## config.mk

```make
export PLATFORM = sky130hd
export DESIGN_NAME = storage_bank4
export DESIGN_NICKNAME = d
export VERILOG_FILES = /design/src/rtl/storage_bank4.sv
export SDC_FILE = /design/constraint.sdc
export NUM_CORES = 1
export LEC_CHECK = 0
export ABC_AREA = 1
export CORE_ASPECT_RATIO = 1.2
export CORE_MARGIN = 4
export CORE_UTILIZATION = 42
export CTS_BUF_LIST = sky130_fd_sc_hd__clkbuf_4
export CTS_CLUSTER_SIZE = 12
export DETAILED_ROUTE_END_ITERATION = 10
export MAX_ROUTING_LAYER = met4
export PLACE_DENSITY = 0.7
export SYNTH_ARGS = -nofsm -noshare
export SYNTH_HDL_FRONTEND = slang
export SYNTH_SLANG_ARGS = --single-unit
export TNS_END_PERCENT = 100
```

## constraint.sdc

```tcl
create_clock -name clk -period 2.16 [get_ports clk]
set_input_delay 0.216 -clock clk [delete_from_list [all_inputs] [get_ports clk]]
set_output_delay 0.216 -clock clk [all_outputs]
set_load 0.02 [all_outputs]
```

## src/rtl/storage_bank4.sv

```systemverilog
// storage_bank4: four-entry storage bank with one-hot write select,
// registered read port and a valid/ready dump engine.
module storage_bank4 #(
    parameter int DATA_W = 8
) (
    input  logic              clk,
    input  logic              rst_n,
    input  logic              we,
    input  logic [3:0]        wsel,
    input  logic [DATA_W-1:0] wdata,
    input  logic              clr,
    input  logic [1:0]        rsel,
    output logic [DATA_W-1:0] rdata,
    output logic              rvalid,
    output logic [3:0]        valid_mask,
    output logic [2:0]        count,
    output logic              sel_err,
    input  logic              dump_start,
    output logic [DATA_W-1:0] dump_data,
    output logic [1:0]        dump_idx,
    output logic              dump_valid,
    input  logic              dump_ready,
    output logic              dump_busy,
    output logic              dump_done
);

    typedef enum logic [1:0] {
        IDLE = 2'd0,
        SCAN = 2'd1,
        SEND = 2'd2
    } state_t;

    state_t            state_q, state_d;
    logic [DATA_W-1:0] mem_q [4];
    logic [DATA_W-1:0] mem_d [4];
    logic [3:0]        valid_q, valid_d;
    logic [2:0]        count_q, count_d;
    logic              err_q, err_d;
    logic [DATA_W-1:0] rdata_q, rdata_d;
    logic              rvalid_q, rvalid_d;
    logic [3:0]        pend_q, pend_d;
    logic [DATA_W-1:0] ddata_q, ddata_d;
    logic [1:0]        didx_q, didx_d;
    logic              dvalid_q, dvalid_d;
    logic              done_q, done_d;

    logic              wr_ok;
    logic              wr_bad;
    logic [1:0]        low_idx;

    // Classify the write strobe: legal one-hot writes vs. illegal selects.
    always_comb begin
        wr_ok  = we && !clr && $onehot(wsel);
        wr_bad = we && !clr && !$onehot(wsel);
    end

    // Storage array, valid bits, popcount, sticky error and read port.
    always_comb begin
        for (int i = 0; i < 4; i++) begin
            mem_d[i] = mem_q[i];
        end
        valid_d = valid_q;
        err_d   = err_q;
        if (clr) begin
            valid_d = '0;
            err_d   = 1'b0;
        end else if (wr_ok) begin
            for (int i = 0; i < 4; i++) begin
                if (wsel[i]) begin
                    mem_d[i]   = wdata;
                    valid_d[i] = 1'b1;
                end
            end
        end else if (wr_bad) begin
            err_d = 1'b1;
        end
        count_d = {2'b0, valid_d[0]} + {2'b0, valid_d[1]}
                + {2'b0, valid_d[2]} + {2'b0, valid_d[3]};
        rdata_d  = mem_q[rsel];
        rvalid_d = valid_q[rsel];
    end

    // Lowest pending entry of the dump snapshot.
    always_comb begin
        low_idx = 2'd0;
        for (int i = 3; i >= 0; i--) begin
            if (pend_q[i]) begin
                low_idx = 2'(i);
            end
        end
    end

    // Dump FSM; a SCAN cycle that pulsed done returns to IDLE next edge.
    always_comb begin
        state_d  = state_q;
        pend_d   = pend_q;
        ddata_d  = ddata_q;
        didx_d   = didx_q;
        dvalid_d = dvalid_q;
        done_d   = 1'b0;
        if (clr) begin
            state_d  = IDLE;
            dvalid_d = 1'b0;
        end else begin
            unique case (state_q)
                IDLE: begin
                    if (dump_start) begin
                        pend_d  = valid_q;
                        state_d = SCAN;
                    end
                end
                SCAN: begin
                    if (done_q) begin
                        state_d = IDLE;
                    end else if (pend_q == 4'b0) begin
                        done_d = 1'b1;
                    end else begin
                        ddata_d         = mem_q[low_idx];
                        didx_d          = low_idx;
                        pend_d[low_idx] = 1'b0;
                        dvalid_d        = 1'b1;
                        state_d         = SEND;
                    end
                end
                SEND: begin
                    if (dump_ready) begin
                        dvalid_d = 1'b0;
                        state_d  = SCAN;
                    end
                end
                default: begin
                    state_d = IDLE;
                end
            endcase
        end
    end

    // State registers with asynchronous reset.
    always_ff @(posedge clk or negedge rst_n) begin
        if (!rst_n) begin
            for (int i = 0; i < 4; i++) begin
                mem_q[i] <= '0;
            end
            valid_q  <= '0;
            count_q  <= '0;
            err_q    <= 1'b0;
            rdata_q  <= '0;
            rvalid_q <= 1'b0;
            state_q  <= IDLE;
            pend_q   <= '0;
            ddata_q  <= '0;
            didx_q   <= '0;
            dvalid_q <= 1'b0;
            done_q   <= 1'b0;
        end else begin
            for (int i = 0; i < 4; i++) begin
                mem_q[i] <= mem_d[i];
            end
            valid_q  <= valid_d;
            count_q  <= count_d;
            err_q    <= err_d;
            rdata_q  <= rdata_d;
            rvalid_q <= rvalid_d;
            state_q  <= state_d;
            pend_q   <= pend_d;
            ddata_q  <= ddata_d;
            didx_q   <= didx_d;
            dvalid_q <= dvalid_d;
            done_q   <= done_d;
        end
    end

    assign rdata      = rdata_q;
    assign rvalid     = rvalid_q;
    assign valid_mask = valid_q;
    assign count      = count_q;
    assign sel_err    = err_q;
    assign dump_data  = ddata_q;
    assign dump_idx   = didx_q;
    assign dump_valid = dvalid_q;
    assign dump_busy  = (state_q != IDLE);
    assign dump_done  = done_q;

endmodule

```

Yosys cells after proc, flatten, opt, wreduce, memory -nomap -nowiden
Cells that the tools add are included.

cells by class
  magnitude comparators = 5
  reductions and logical operators = 21
  bitwise logic cells = 7
  add/subtract/negate cells = 6
  muxes and demuxes = 42
  equality and inequality tests = 12

operators with widths
  operator            number
  $bmux 8 s2          2
  $mux 8              4
  $mux 4              5
  $mux 2              9
  $mux 1              17
  $reduce_and 3->1    5
  $ne 3x3->1 const B  4
  $ne 2x2->1 const B  4
  $pmux 4 s2          1
  $reduce_and 4->1    2
  $add 1x1->2         3
  $ge 3x3->1 const B  2
  $lt 2x3->1 const B  2
  $not 2->3           2
  $pmux 2 s3          1
  $reduce_bool 2->1   3
  $reduce_and 5->1    1
  $and 4x4->4         1
  $logic_and 1x1->1   4
  $logic_not 4->1     1
  $ne 4x4->1 const B  1
  $not 4->4           1
  $add 2x1->3         1
  $add 2x2->3         1
  other kinds (13)    16

storage, ports and cells
  register bits = 67
  bits of input ports = 20

Logic depth before layout (Yosys ltp)
Gate-level depths: netlist (run 1).

  depth after elaboration = 13
  gate-level depth with buffers = 15

Worst setup path before layout (run 1)
OpenSTA, ideal clock, no wires.

  path kind = in2reg
  start point = input wsel[0]
  end point = register count_q[1] (netlist: count[1])
  cell stages on the path = 15
  setup slack = -0.802 ns
  required time = 2.034 ns
  buffers on the path = 0
  arrival time = 2.836 ns
  library setup time = 0.126 ns
  path through = inv_1 > fa_1 > inv_1 > ha_1 > ha_1 > nor2_1 > nand2_1 > nor2_4 > nand2_2 > o21ai_0 > inv_1 > fa_1 > inv_1 > ha_1 > ha_1

on the way
  longest elaborated chain between the ends = 9
  elaborated cells on any way between the ends = 10

ends and longest elaborated chain
  element                            line  text
  start: declaration                 9     input logic [3:0] wsel,
  $add 1x1->2 (not written as such)  53    wr_ok = we && !clr && $onehot(wsel);
  $add 2x2->3 (not written as such)  53
  $eq 3x1->1                         53
  $logic_and 1x1->1                  53
  $mux 4 (*)                         67    end else if (wr_ok) begin
  $mux 4 (*)                         64    if (clr) begin
  net valid_d[0]                     36    logic [3:0] valid_q, valid_d;
  $add 1x1->2 (*)                    77    count_d = {2'b0, valid_d[0]} + {2'b0, valid_d[1]}
  $add 2x1->3 (*)                    78    + {2'b0, valid_d[2]} + {2'b0, valid_d[3]};
  $add 3x1->3 (*)                    78
  net count_d[1]                     37    logic [2:0] count_q, count_d;
  end signal: assignment             160   count_q <= count_d;
  end: declaration                   37

The timed path passes the listed nets; every way through them passes the cells marked *.
A chain may end at the register's enable or synchronous reset.

Worst setup path after layout (run 1)
  start point = input wsel[1]
  end point = register count_q[1] (netlist: count[1])

on the way
  longest elaborated chain between the ends = 9
  elaborated cells on any way between the ends = 10

ends and longest elaborated chain
  element                            line
  $add 1x1->2 (not written as such)  53
  $add 2x2->3 (not written as such)  53
  $eq 3x1->1                         53
  $logic_and 1x1->1                  53
  $mux 4                             67
  $mux 4                             64
  net valid_d[0]                     36
  $add 1x1->2                        77
  $add 2x1->3                        78
  $add 3x1->3                        78
  net count_d[1]                     37

The timed path passes the listed nets, and every way through them passes these cells.

==> impl_metrics.yaml, run 1 <==
clock_network:
  cts_tree: "done"
  clock_latency_ps: 420
  clock_sinks: 67
  clockBufferDepth: 2
  clockRootBuffer: "clkbuf_4"
  path_clk_slew_ps: 100
  htreeDepth: 3
  cts_made_buffers: 9
setup_path:
  cp.required_ps: 2520
  critPathKind: "in -> reg"
  cpMostUsedCell: "ha_4"
  max_stage_delay_ps: 530
  path_delay_family: "adder cells"
  rr_startpoint: "valid_mask[3]$_DFF_PN0_"
  cp_slowest_cell: "fa_1"
  startpoint_type: "input pin"
  path_buf_inv: 6
  cp_cell_sequence: "buf_8 -> inv_4 -> fa_1 -> inv_1 -> ha_2 -> ha_4 -> nor2_4 -> nand2_2 -> nor2_4 -> buf_6 -> nand2_4 -> o21ai_4 -> inv_2 -> fa_1 -> inv_2 -> ha_4 -> ha_4"
  rr_endpoint: "count[1]$_DFF_PN0_"
  cp-end-kind: "flop"
  path_max_fanout: 4
  critical_path_arrival_ps: 2890
  worstRegToRegCells: 7
  reg2reg_slack_ps: 400
status:
  violations: "setup timing"
  outcome: "finished with violations"
synthesis:
  synth-seq-cells: 67
  synth.most_common_cell: "nand2_1"
  avgSynthCellArea_um2: 8.07
  synth_top_area_share_pct: 50.7
  netlist_instances: 410
  async_reset_ff_share_pct: 100
  seq_area_frac_synth_pct: 50.7
  synthesis.nets: 436
  synth_ff_type: "dfrtp_1"
  synthesis.area_mm2: 0.00331
  synth_area_leaders: "dfrtp_1, nand2_1, inv_1, nand3_1, a21oi_1"
  ys_types: 26
  synth_top_area_cell: "dfrtp_1"
  yosysWarningCount: 0
  synthTopCellsByCount: "nand2_1, dfrtp_1, inv_1"
  synth_edf_count: 0
routing:
  num_vias: 2686
  dr.first_iter.drc_count: 144
  wire_per_inst_um: 12.3
  firstDrtPassIters: 4
  wl_um: 7000
  ant_nets: 0
  drc_errors: 0
  viasPerCell: 4.70
hold_path:
  hold_class: "in -> reg"
  hold_end: "valid_mask[3]$_DFF_PN0_"
  min_from: "wsel[3]"
  hold_depth: 4
final_layout:
  antenna_cells: 0
  drive_above_1_share_pct: 14.2
  final_area_mm2: 0.00419
  syn2layout_area_growth_pct: 26.5
  finalNetCount: 502
  finalNonFillerCells: 571
placed_design:
  placed_area_mm2: 0.00398
  place_congestion: 0.808
  dp_cells: 552
  dp_hpwl_um: 5220
  io_buffers: 49
global_routing:
  grt_max_degree: 68
  met2_usage_pct: 25.0
  grt_overflow: 0
  grt_antenna_before_repair: 0
  grt.total_usage_pct: 17.7
  grt_pass1_wl_um: 12600
  busiest_layer: "met1"
  met1_usage_pct: 25.1
  use_met3_pct: 3.28
  first_global_vias: 2614
power:
  p_leak_nw: 2.13
  vdd_drop_max_uv: 508
  power.density_mw_per_mm2: 1110
  p_total_mw: 4.65
floorplanning:
  die_x_um: 89.0
  die_area_mm2: 0.00937
  floorplan.die.height_um: 105
  core_area_mm2: 0.00766
  io_pins: 50
  start_util_pct: 43.2
  row_count: 35
timing:
  period_share_pct: 117
  fin_setup_tns_ps: -886
  hold_viol_final: 0
  finalSetupViolations: 3
  finalClockSkew_ps: 19.5
  min_period_ps: 2530
  worst_slack_ps: -372
  rsz0062_at_grt: "true"
  slew_viol_final: 0
  clock.fmax_mhz: 395
  tightest_slew_ps: 449
  max_slew_margin_pct: 70.0
job:
  drv_cap: 0
layout by cell type, fill, tap and decap left out, types with 2 or more instances in the layout:
cell / synthesis / routed
a21oi_1: 30 / 30
buf_2: 6 / 2
buf_4: 2 / 17
buf_6: 5 / 2
clkbuf_4: 0 / 10
clkdlybuf4s50_1: 0 / 45
clkinv_2: 0 / 2
dfrtp_1: 67 / 67
fa_1: 2 / 2
ha_4: 0 / 3
inv_1: 65 / 60
inv_2: 4 / 7
nand2_1: 113 / 112
nand2_2: 7 / 5
nand2_4: 2 / 5
nand3_1: 35 / 35
nor2_1: 9 / 8
nor2_4: 2 / 3
o21ai_0: 30 / 27
o21ai_1: 18 / 18
o21ai_2: 1 / 3
metrics by stage:
stage | hold slack (ps) | worst slack (ps) | utilization (%)
final | 143 | -372 | 54.6
after global routing | 149 | -438 | 54.6
after CTS | 116 | -321 | 54.4
after detailed placement | 263 | -1430 | 51.9
after global placement | 254 | -1330 | 51.9
after floorplan | -79.6 | -707 | -
cell type report:
type | instances | area (um2)
fill | 722 | 3480
sequential | 67 | 1680
multi-input combinational | 259 | 1340
timing repair buffer | 69 | 656
inverter | 70 | 278
tap | 92 | 115
clock buffer | 10 | 75.1
clock inverter | 4 | 43.8
registers in the layout, indices dropped and copies added (netlist names):
register    count
state_q         2
mem_q          32
sel_err         1
dump_valid      1
valid_mask      4
dump_done       1
dump_idx        2
count           3
pend_q          4
dump_data       8
rvalid          1
rdata           8
power breakdown:
group	internal [mW]	total, mW	switching (mW)
Combinational	0.787	1.93	1.14
Clock	0.346	0.765	0.418
Sequential	1.66	1.96	0.295
how the worst max path moves through the flow:
stage,start,endpoint,slack [ps],cells past startpoint
2_1_floorplan,wsel[0],count[1]$_DFF_PN0_,-710,15
3_3_place_gp,wsel[0],count[1]$_DFF_PN0_,-1330,16
3_5_place_dp,wsel[0],count[1]$_DFF_PN0_,-1430,16
4_1_cts,wsel[1],count[1]$_DFF_PN0_,-320,17
5_1_grt,wsel[1],count[1]$_DFF_PN0_,-440,17
6_report,wsel[1],count[1]$_DFF_PN0_,-370,17
worst reg2reg max path: cells and delay by family, from the launching register on:
family                   cells  cell delay, ps
AO/OA/AOI/OAI                1             150
flip-flops                   1             390
adder cells (fa/ha/maj)      3             950
buffers and inverters        3             210
routing by layer:
layer / routed length, um / share of wire (%) / vias to the layer above
met5: 0 / 0 / -
met4: 80 / 1.1 / 0
met3: 353 / 5.0 / 5
met2: 3170 / 45 / 60
met1: 3390 / 48 / 1203
li1: - / - / 1418
kinds of logic after synthesis:
logic type | count (synthesis) | share of synthesized area [%]
fa+ha+maj | 6 | 2.72
flops | 67 | 50.7
simple gates | 171 | 22.6
buf+inv | 84 | 11.3
compound gates | 82 | 12.7
repair_timing:
action / CTS / global route
resized for setup: 27 / 3
hold buffers: 1 / 0
setup buffers: 3 / 1
endpoints found under the setup margin: 35 / 3
pin swaps: 6 / 2
endpoints found under the hold margin: 67 / 0
No activity file was read; power rests on OpenSTA's default activity.
==> run 2, diff against run 1 <==
Settings changed: ABC_CLOCK_PERIOD_IN_PS set to 2160.
==> results of run 2 <==
No change in the layout: final DEF, timing and power equal those of run 1.
